[src/rtl/seg_pkg.sv]
// Shared types and sizes for the 8-digit hex display scan controller.
package seg_pkg;

  localparam int NUM_DIGITS = 8;
  localparam int DIG_W      = 4;
  localparam int IDX_W      = 3;

  typedef logic [NUM_DIGITS-1:0][DIG_W-1:0] dig_vec_t;

  // Bit i is set when any digit at position i or above is nonzero, i.e. the
  // digit is not part of the run of leading zeros.
  function automatic logic [NUM_DIGITS-1:0] lead_mask(input dig_vec_t dv);
    logic seen;
    seen      = 1'b0;
    lead_mask = '0;
    for (int i = NUM_DIGITS - 1; i >= 0; i--) begin
      seen         = seen | (dv[i] != '0);
      lead_mask[i] = seen;
    end
  endfunction

endpackage

[src/rtl/seg_next_idx.sv]
// Next-enabled-digit search: first enabled index after cur, modulo NUM_DIGITS.
// Index 0 is expected to be always enabled so the search lands somewhere.
module seg_next_idx
  import seg_pkg::*;
(
  input  logic [NUM_DIGITS-1:0] en,
  input  logic [IDX_W-1:0]      cur,
  output logic [IDX_W-1:0]      nxt,
  output logic                  wrap
);

  logic [IDX_W-1:0] idx;
  logic             found;

  // Priority search cur+1, cur+2, ... ; the last step (cur+8) returns to cur
  // itself, which covers the single-enabled-digit case.
  always_comb begin
    nxt   = cur;
    found = 1'b0;
    idx   = '0;
    for (int i = 1; i <= NUM_DIGITS; i++) begin
      idx = cur + IDX_W'(i);
      if (!found && en[idx]) begin
        nxt   = idx;
        found = 1'b1;
      end
    end
    // Landing at or below the starting point means the search passed index 0.
    wrap = (nxt <= cur);
  end

endmodule

[src/rtl/seg_scan_ctrl.sv]
// Time-multiplexed scan controller for an 8-digit hex display: digit storage,
// dwell prescaler, leading-zero mask and registered index/value/frame outputs.
module seg_scan_ctrl
  import seg_pkg::*;
#(
  parameter int DIV    = 100000,
  parameter bit LZS_EN = 1'b1
) (
  input  logic        clk,
  input  logic        rstn,
  input  logic        ld,
  input  logic [31:0] ld_val,
  input  logic        wr,
  input  logic [2:0]  wr_addr,
  input  logic [3:0]  wr_data,
  input  logic        lzs,
  output logic [2:0]  an,
  output logic [3:0]  d,
  output logic        frame
);

  localparam int CW = (DIV > 1) ? $clog2(DIV) : 1;

  dig_vec_t              dig;
  logic [CW-1:0]         cnt;
  logic                  dwell_end;
  logic [NUM_DIGITS-1:0] en;
  logic [IDX_W-1:0]      nxt;
  logic                  wrap;

  // Digit storage: a full-word load takes priority over a single-digit write.
  always_ff @(posedge clk or negedge rstn) begin
    if (!rstn) begin
      dig <= '0;
    end else if (ld) begin
      dig <= ld_val;
    end else if (wr) begin
      dig[wr_addr] <= wr_data;
    end
  end

  // Enable mask from the stored digits; digit 0 is always shown.
  always_comb begin
    en    = (LZS_EN && lzs) ? lead_mask(dig) : '1;
    en[0] = 1'b1;
  end

  assign dwell_end = (cnt == CW'(DIV - 1));

  // Dwell prescaler, free-running 0..DIV-1.
  always_ff @(posedge clk or negedge rstn) begin
    if (!rstn) begin
      cnt <= '0;
    end else if (dwell_end) begin
      cnt <= '0;
    end else begin
      cnt <= cnt + CW'(1);
    end
  end

  seg_next_idx u_next (
    .en   (en),
    .cur  (an),
    .nxt  (nxt),
    .wrap (wrap)
  );

  // Output registers: advance at dwell end, otherwise keep refreshing d from
  // the stored digit so writes to the shown digit appear one cycle later.
  always_ff @(posedge clk or negedge rstn) begin
    if (!rstn) begin
      an    <= '0;
      d     <= '0;
      frame <= 1'b0;
    end else if (dwell_end) begin
      an    <= nxt;
      d     <= dig[nxt];
      frame <= wrap;
    end else begin
      d     <= dig[an];
      frame <= 1'b0;
    end
  end

endmodule

[config.mk]
export PLATFORM = sky130hd
export DESIGN_NAME = seg_scan_ctrl
export DESIGN_NICKNAME = d
export VERILOG_FILES = /design/src/rtl/seg_pkg.sv /design/src/rtl/seg_next_idx.sv /design/src/rtl/seg_scan_ctrl.sv
export SDC_FILE = /design/constraint.sdc
export NUM_CORES = 1
export LEC_CHECK = 0
export ABC_AREA = 0
export BUFFER_PORTS_ARGS = -buffer_cell sky130_fd_sc_hd__buf_4
export CAP_MARGIN = 40
export CORE_UTILIZATION = 55
export DETAILED_ROUTE_END_ITERATION = 10
export PLACE_DENSITY = 0.77
export SYNTH_ARGS = -nofsm -noshare
export SYNTH_HDL_FRONTEND = slang
export SYNTH_SLANG_ARGS = --single-unit
export TNS_END_PERCENT = 30
[constraint.sdc]
create_clock -name clk -period 8.45 [get_ports clk]
set_input_delay 0.4225 -clock clk [delete_from_list [all_inputs] [get_ports clk]]
set_output_delay 0.4225 -clock clk [all_outputs]
set_load 0.005 [all_outputs]
==> results.md, run 1 <==
- Nets: roughly 500
- Final setup fails: 0
- Remaining global-route overflow: 0
- Yosys top cell by area: dfrtp_1
- Gpl congestion: just over 0.9
- Number of CTS-inserted buffers: 9
- Post-route ant nets: 0
- Die Span Y: roughly 86 µm
- CP max-delay cell: dfrtp_1
- Synth Area in Compound Gates: 16.4%
- DP Wirelength: 6.95 mm
- Worst Path Buf+Inv: 2
- Outcome: finished clean
- R2R Setup Slk: ~4400 ps
- Endpoints failing hold: 0
- Core Footprint: around 6800 µm²
- Starting Density: a little under three fifths
- Pins Over Slew Limit: 0
- CTS tree: built
- Clock-pin slew on the worst setup and hold paths: 60 ps
- Tot Pwr: 0.000656 W
- CTS max path bufs: 2
- Layout cells sized above 1: approximately a fifth
- Largest cells by area after synthesis: dfrtp_1 37%, mux2i_1 8.6%, o21ai_0 6.3%
- Max-Cap Viols: 0
- Switching Share: a little over a quarter
- Post-Synthesis Cells: 408
- IO Count: 52
- Fraction of the cycle the final worst path needs: 47.9%
- Wire length on met3: between 600 and 700 µm
- Global-route wire length before repair: approximately 16 mm
- CP peak stage delay: around 800 ps
- PwrDens: roughly 150 nW/µm²
- 1st-iter DRT viols: around 350
- Main synth FF type: dfrtp_1
- WL met2: roughly 4.6 mm
- EDFF count, synth: 0
- Clk root buf: clkbuf_8
- Post-CTS Hold Buffers: 0
- Post-synthesis adder-cell area fraction: ~2.0%
- Register area share after synthesis: approximately 37%
- Setup TNS: 0 ps
- Worst-margin pin slew: 887 ps
- P_int: about 0.00048 W
- Leak Pwr: 1.91 nW
- Top-area cell type share of the netlist area: 37.1%
- GRT Total Usage: between 20 and 30%
- Post-Syn Nets: 458
- CP endpoint kind: flop
- CP max FO: 17
- Worst rel slew slack: roughly two fifths
- CP cell instances: inv_1 > ha_1 > nand2_1 > o22ai_1 > a2111oi_0 > a31o_2 > or2_1 > a2bb2oi_1 > xnor2_1 > o211ai_2 > inv_1 > ha_1 > a21oi_1 > a31oi_1 > nor2b_1
- WL final: roughly 9.5 mm
- Clock sinks: 57
- Layout filler cell count: 551
- Startpoint Class: flop
- Die Width: roughly 86 µm
- RSZ-0062 raised after global routing: false
- Ant diodes: 0
- Part of the power in registers: a little under half
- Fmax: 247 MHz
- Synth Warn #: 0
- Delay-heaviest family, CP: compound AO/OA/AOI/OAI gates
- Async set-or-reset flop fraction in the synthesized netlist: between 90% and 100%
- Mapped Area: 3840 µm²
- Vias in the first global route: 3150
- Mux cell area share after synthesis: 17.2%
- Comb pwr share: between 10 and 15%
- Post-synthesis xor/xnor area fraction: roughly 4.6%
- Hold WC Path Type: in -> async
- Arrival @ worst endpoint: around 4300 ps
- P&R area growth vs syn: 15.4%
- Setup bufs post-CTS: 0
- Mean area per synthesized cell: 9.41 µm²
- Maximum VDD drop: approximately 0.13 mV
- Via count: about 3400
- H-tree Lvls: 3
- DRC violations left: 0
- CP Depth: 15
- Wl on met1: ~4.1 mm
- Clock share of power: 38.1%
- Skew-Pair Late Insertion Delay: 340 ps
- Number of port buffers: 51
- Net switching power figure: 0.000178 W
- Main combinational cell family by area after synthesis: simple AND/OR/NAND/NOR gates
- Yosys cell types: between 50 and 60
- R2R cell count: 15
- TritonRoute pass-1 iters: 5
- Highest Signal Layer: met4
- Synth Register Bits: 57
- Vias per inst: about 6.3
- Row count: 30
- Synth Area in Simple Gates: 19.1%
- WP data required: approximately 8700 ps
- Clock skew: roughly 11 ps
- Setup Crit Path Kind: reg -> reg
- Antenna violations before repair: 0
- Tmin final: approximately 4000 ps
- Area of the die: 7320 µm²
- CTS resizes: 0
- DR WL/cell: 17.9 µm
- Largest net degree at the start of global routing: between 60 and 70
-- layout by cell type (no fill, tap or decap), types with 3 or more instances in the layout --
cell      instances
ha_1              6
nand4b_1          3
dfrtp_1          57
clkbuf_8         10
nor3_1            6
nor2b_1           4
nor2_1           14
o21ai_0          48
and3_1            4
nor4_2            3
nand2_1          49
o211ai_1          9
nor3b_1           3
xor2_1            8
nand4_1           8
mux4_2            8
a211oi_1          4
nand3_1          23
xnor2_1          12
buf_4            51
inv_1             7
mux2i_1          33
nor4_1            7
mux2_2            3
o22ai_1           3
a31oi_1           7
mux2_1            7
a21oi_1           9
and2_1            4
-- power by group through the flow --
stage	registers (W)	logic, W	clock network [W]
floorplan	0.000307	0.0000578	0
global placement	0.000316	0.0000905	0
detailed placement	0.000316	0.0000937	0
CTS	0.000311	0.0000941	0.000254
global route	0.000313	0.000105	0.000265
finish	0.000312	0.0000941	0.000250
-- Yosys cell counts, drive strengths merged, types with 2 or more instances --
cell / count
dfrtp: 57
nand2: 50
o21ai: 49
mux2i: 35
nand3: 23
clkbuf: 22
nor2: 14
xnor2: 12
nor4: 11
a21oi: 10
mux2: 10
o211ai: 10
inv: 8
mux4: 8
nand4: 8
xor2: 8
a31oi: 7
a211oi: 6
ha: 6
nor3: 6
buf: 5
and2: 4
and3: 4
nor2b: 4
nand4b: 3
nor3b: 3
o22ai: 3
a2111oi: 2
nand2b: 2
o21a: 2
or2: 2
or3: 2
-- final timing paths --
check / start / endpoint
setup / recovery: an[1] / frame
min in group clk: ld_val[7] / dig[7]
hold reg to reg: cnt[0] / cnt[0]
setup reg to reg: an[1] / frame
max in group asynchronous: rstn / dig[14]
hold / removal: rstn / an[0]
-- logic make-up after synthesis --
family,after synthesis
AOI/OAI and AO/OA,99
DFF,57
and+or+nand+nor,138
muxes,53
buffers and inverters,35
adders and majority gates,6
xor gates and xnor gates,20
-- state kept, by name, summed over array words and instances (netlist names) --
register,count
cnt,17
dig,32
d,4
frame,1
an,3
-- layout make-up --
cell class                      instances  area [µm²]  area share [%]
Timing Repair Buffer                   53         409            9.23
Multi-Input combinational cell        316        2270            51.2
Sequential cell                        57        1430            32.2
Clock inverter                          5        55.1            1.24
Inverter                                8        30.0           0.677
Tap cell                               80         100            2.26
Clock buffer                           11         141            3.19
-- worst register-to-register path, delay by kind of cell (launching register included) --
| kind | cells | cell delay [ps] |
|---|---|---|
| DFF | 1 | 780 |
| xor gates and xnor gates | 1 | 100 |
| and+or+nand+nor | 3 | 360 |
| AOI/OAI and AO/OA | 7 | 1360 |
| buffers and inverters | 2 | 540 |
| adders and majority gates | 2 | 790 |
-- stage by stage --
step	cells	setup WS (ps)	area, µm²	hold slack, ps	util, %
3_3_place_gp	512	4270	4210	466	62.3
3_5_place_dp	514	4490	4240	476	62.7
5_1_grt	530	4080	4430	191	65.6
4_1_cts	530	4480	4430	151	65.6
6_report	530	4400	4430	129	65.6
2_1_floorplan	408	5000	3840	127	-
-- metal layers --
metal	GRT usage, %	vias up
met1	37.8	1605
li1	-	1577
met5	0	-
met2	43.8	154
met4	10.6	0
met3	5.68	24
Note: power is estimated with default switching activity, not from simulation.
==> run 2, diff against run 1 <==
- ABC_AREA: 0 -> 1
- CORE_UTILIZATION: 55 -> 53
- clock period: 8.45 -> 3.4 ns (I/O delays scaled with it)
==> run 2 against run 1 <==
Effect of this change: sequential power grew 150%; largest cell class unchanged; synthesized cell count grew 53%; maximum frequency grew 30%; die area grew 15%; highest routed layer unchanged.
==> results.md, run 2 <==
- Hold Crit Endpoint: dig[30]
- Register area share after synthesis: 33.3% (-3.8 points)
- RSZ-0062 raised after global routing: false
- Vias per inst: 5.73 (-9.7%)
- Final setup fails: 0 (unchanged)
- Startpoint Class: flop
- 1st-iter DRT viols: 444 (+29%)
- P&R area growth vs syn: 15.8%
- Part of the power in registers: 47.2% (-0.4 points)
- Setup Crit Path Kind: reg -> reg
- Nets: 730 (+47%)
- Async set-or-reset flop fraction in the synthesized netlist: 100% (unchanged)
- Reg-to-reg critical path endpoint: frame
- DRC violations left: 0 (unchanged)
- Arrival @ worst endpoint: 3330 ps (-940 ps)
- Largest register by flop count: dig
- Switching Share: 28.2% (+1.1 points)
- CP max FO: 18 (+1)
- IO Count: 52 (unchanged)
- Die Width: 91.9 µm (+7.4%)
- Mean area per synthesized cell: 6.85 µm² (-27%)
- Clock-pin slew on the worst setup and hold paths: 70 ps (about the same)
- Worst rel slew slack: 46.3% (+5.5 points)
- Hold_sp: ld_val[30]
- Endpoints failing hold: 0 (unchanged)
- Yosys cell types: 46 (-21%)
- Clock sinks: 57 (unchanged)
- Largest regs: dig: 32 flops, cnt: 17 flops, d: 4 flops
- EDFF count, synth: 0 (unchanged)
- Tmin final: 3110 ps (-935 ps)
- Gpl congestion: 0.934 (+2.3%)
- Most frequent cells in the layout: 191 x nand2_1, 94 x nand3_1, 75 x inv_1
- Synth Warn #: 0 (unchanged)
- Number of port buffers: 51 (unchanged)
- Setup TNS: 0 ps (unchanged)
- Core Util, Final: 63.8% (-1.8 points)
- Clk root buf: clkbuf_8
- CTS max path bufs: 2 (unchanged)
- Clock share of power: 38.9% (+0.8 points)
- Fraction of the cycle the final worst path needs: 91.6% (+44 points)
- Worst-margin pin slew: 798 ps (-88.1 ps)
- Skew-Pair Late Insertion Delay: 330 ps (about the same)
- Clock skew: 9.30 ps (-1.63 ps)
- Layout filler cell count: 709 (+29%)
- Synth Register Bits: 57 (unchanged)
- Leak Pwr: 2.49 nW (+30%)
- Comb pwr share: 13.9% (-0.4 points)
- Mapped Area: 4280 µm² (+11%)
- Area after DPL: 4730 µm² (+12%)
- Final Cell Area: 4960 µm² (+12%)
- Area of the die: 8440 µm² (+15%)
- Ant diodes: 0 (unchanged)
- Min-Delay Path Depth: 3
- TritonRoute pass-1 iters: 5 (unchanged)
- Outcome: finished clean
- CTS tree: built
- Largest cells by area after synthesis: dfrtp_1 33%, nand2_1 17%, nand3_1 11%
- Global-route wire length before repair: 19.7 mm (+26%)
- Antenna violations before repair: 0 (unchanged)
- Most common cell in the synthesized netlist: nand2_1
- Most common cell after layout, fill and taps aside: nand2_1
- Synth cell count leaders: 191 x nand2_1, 94 x nand3_1, 75 x inv_1
- Fmax: 321 MHz (+30%)
- GRT Total Usage: 29.7% (+2.0 points)
- DR WL/cell: 15.1 µm (-16%)
- Starting Density: 55.1% (-1.7 points)
- Via count: 4507 (+34%)
- Net switching power figure: 0.000461 W (+160%)
- Max-Cap Viols: 0 (unchanged)
- PwrDens: 329 nW/µm² (+120%)
- Setup crit start: an[1]
- Post-route ant nets: 0 (unchanged)
- P_int: 0.00117 W (+150%)
- WL final: 11.9 mm (+25%)
- H-tree Lvls: 3 (unchanged)
- Pre-CTS setup slack: 139 ps (-4360 ps)
- Post-Syn Nets: 675 (+47%)
- CP endpoint kind: flop
- Row count: 32 (+6.7%)
- Core Footprint: 7770 µm² (+15%)
- Hold WC Path Type: in -> reg
- Layout cells sized above 1: 17.2% (-3.9 points)
- Number of CTS-inserted buffers: 9 (unchanged)
- Post-Synthesis Cells: 625 (+53%)
- Largest register FFs: 32 (unchanged)
- Pins Over Slew Limit: 0 (unchanged)
- WP data required: 3610 ps (-5060 ps)
- R2R Setup Slk: 290 ps (-4110 ps)
- Final worst slack: 287 ps (-4110 ps)
- Die Span Y: 91.9 µm (+7.4%)
- Top-area cell type share of the netlist area: 33.3% (-3.8 points)
- Remaining global-route overflow: 0 (unchanged)
- Yosys top cell by area: dfrtp_1
- Main synth FF type: dfrtp_1
- DP Wirelength: 9.11 mm (+31%)
- Vias in the first global route: 4023 (+28%)
- Largest net degree at the start of global routing: 58 (-11%)
- Maximum VDD drop: 0.277 mV (+110%)
- R2R cell count: 18 (+3)
- R2R Path Start: an[1]
run 2: cell count changes after synthesis, moves of 16 or more:
cell | previous run | this run
nor2_1 | 14 | 47
mux2i_1 | 33 | 0
o21ai_0 | 48 | 23
clkbuf_1 | 22 | 6
nand2_1 | 49 | 191
inv_1 | 7 | 75
nand3_1 | 23 | 94
run 2: what timing repair did:
item / CTS / global route
buffers inserted: 0 / 1
hold buffers: 1 / 0
endpoints found under the hold margin: 57 / 0
endpoints found under the setup margin: 0 / 1
gates resized for setup: 0 / 4
run 2: metal layers:
metal  global-route usage, %  up-vias  part of all wire [%]
met4                    10.9        0                   2.6
met2                    44.7      242                    44
met3                    4.98       32                   8.2
li1                        -     2179                     -
met5                       0        -                     0
met1                    42.9     2054                    45
run 2: kinds of logic (layout without fill, tap and decap cells):
kind of cell | after synthesis | count (layout) | share of synthesized area (%)
AO/OA/AOI/OAI | 59 | 59 | 8.50
XOR/XNOR | 5 | 5 | 1.02
adder cells (fa/ha/maj) | 6 | 6 | 1.75
buffers and inverters | 94 | 154 | 9.20
flip-flops | 57 | 57 | 33.3
AND/OR/NAND/NOR | 404 | 404 | 46.2
run 2: layout make-up:
| class | instances | area [µm²] | share of cell area, % |
|---|---|---|---|
| Tap cell | 102 | 128 | 2.57 |
| Clock inverter | 5 | 53.8 | 1.09 |
| Inverter | 80 | 304 | 6.13 |
| Sequential cell | 57 | 1430 | 28.8 |
| Clock buffer | 11 | 141 | 2.85 |
| Timing Repair Buffer | 58 | 435 | 8.78 |
| Multi-Input combinational cell | 474 | 2470 | 49.8 |
run 2: worst max-delay path by stage:
stage / end / slack (ps) / depth (start not counted)
2_1_floorplan: frame / 50 / 20
3_3_place_gp: frame / 170 / 17
3_5_place_dp: frame / 140 / 15
4_1_cts: frame / 120 / 15
5_1_grt: frame / 50 / 18
6_report: frame / 290 / 18
run 2: worst max-delay path, cell delays in order (launching register included):
cell and delay (ps):
dfrtp_1 350, inv_1 60, buf_4 160, nor2_1 320, nor2_1 210, inv_1 140, nand2_1 90, nand2_4 130
inv_1 70, a21oi_1 200, nand2_1 100, inv_2 100, nand3_4 220, nand2_8 240, inv_1 60, ha_1 170
nand3b_1 150, a32oi_1 160, nor2_1 60
run 2: stage by stage:
step | hold slack, ps | instances | power, W
2_1_floorplan | -126 | 625 | 0.000890
3_3_place_gp | 265 | 768 | 0.00100
3_5_place_dp | 269 | 768 | 0.00101
4_1_cts | 51.9 | 785 | 0.00164
5_1_grt | 60.8 | 787 | 0.00171
6_report | 55.5 | 787 | 0.00163
run 2: power by group through the flow:
stage               clock (W)  combinational [W]  sequential (W)
floorplan                   0           0.000129        0.000762
finish               0.000635           0.000226        0.000771
global route         0.000681           0.000256        0.000774
global placement            0           0.000220        0.000781
CTS                  0.000647           0.000226        0.000769
detailed placement          0           0.000224        0.000781
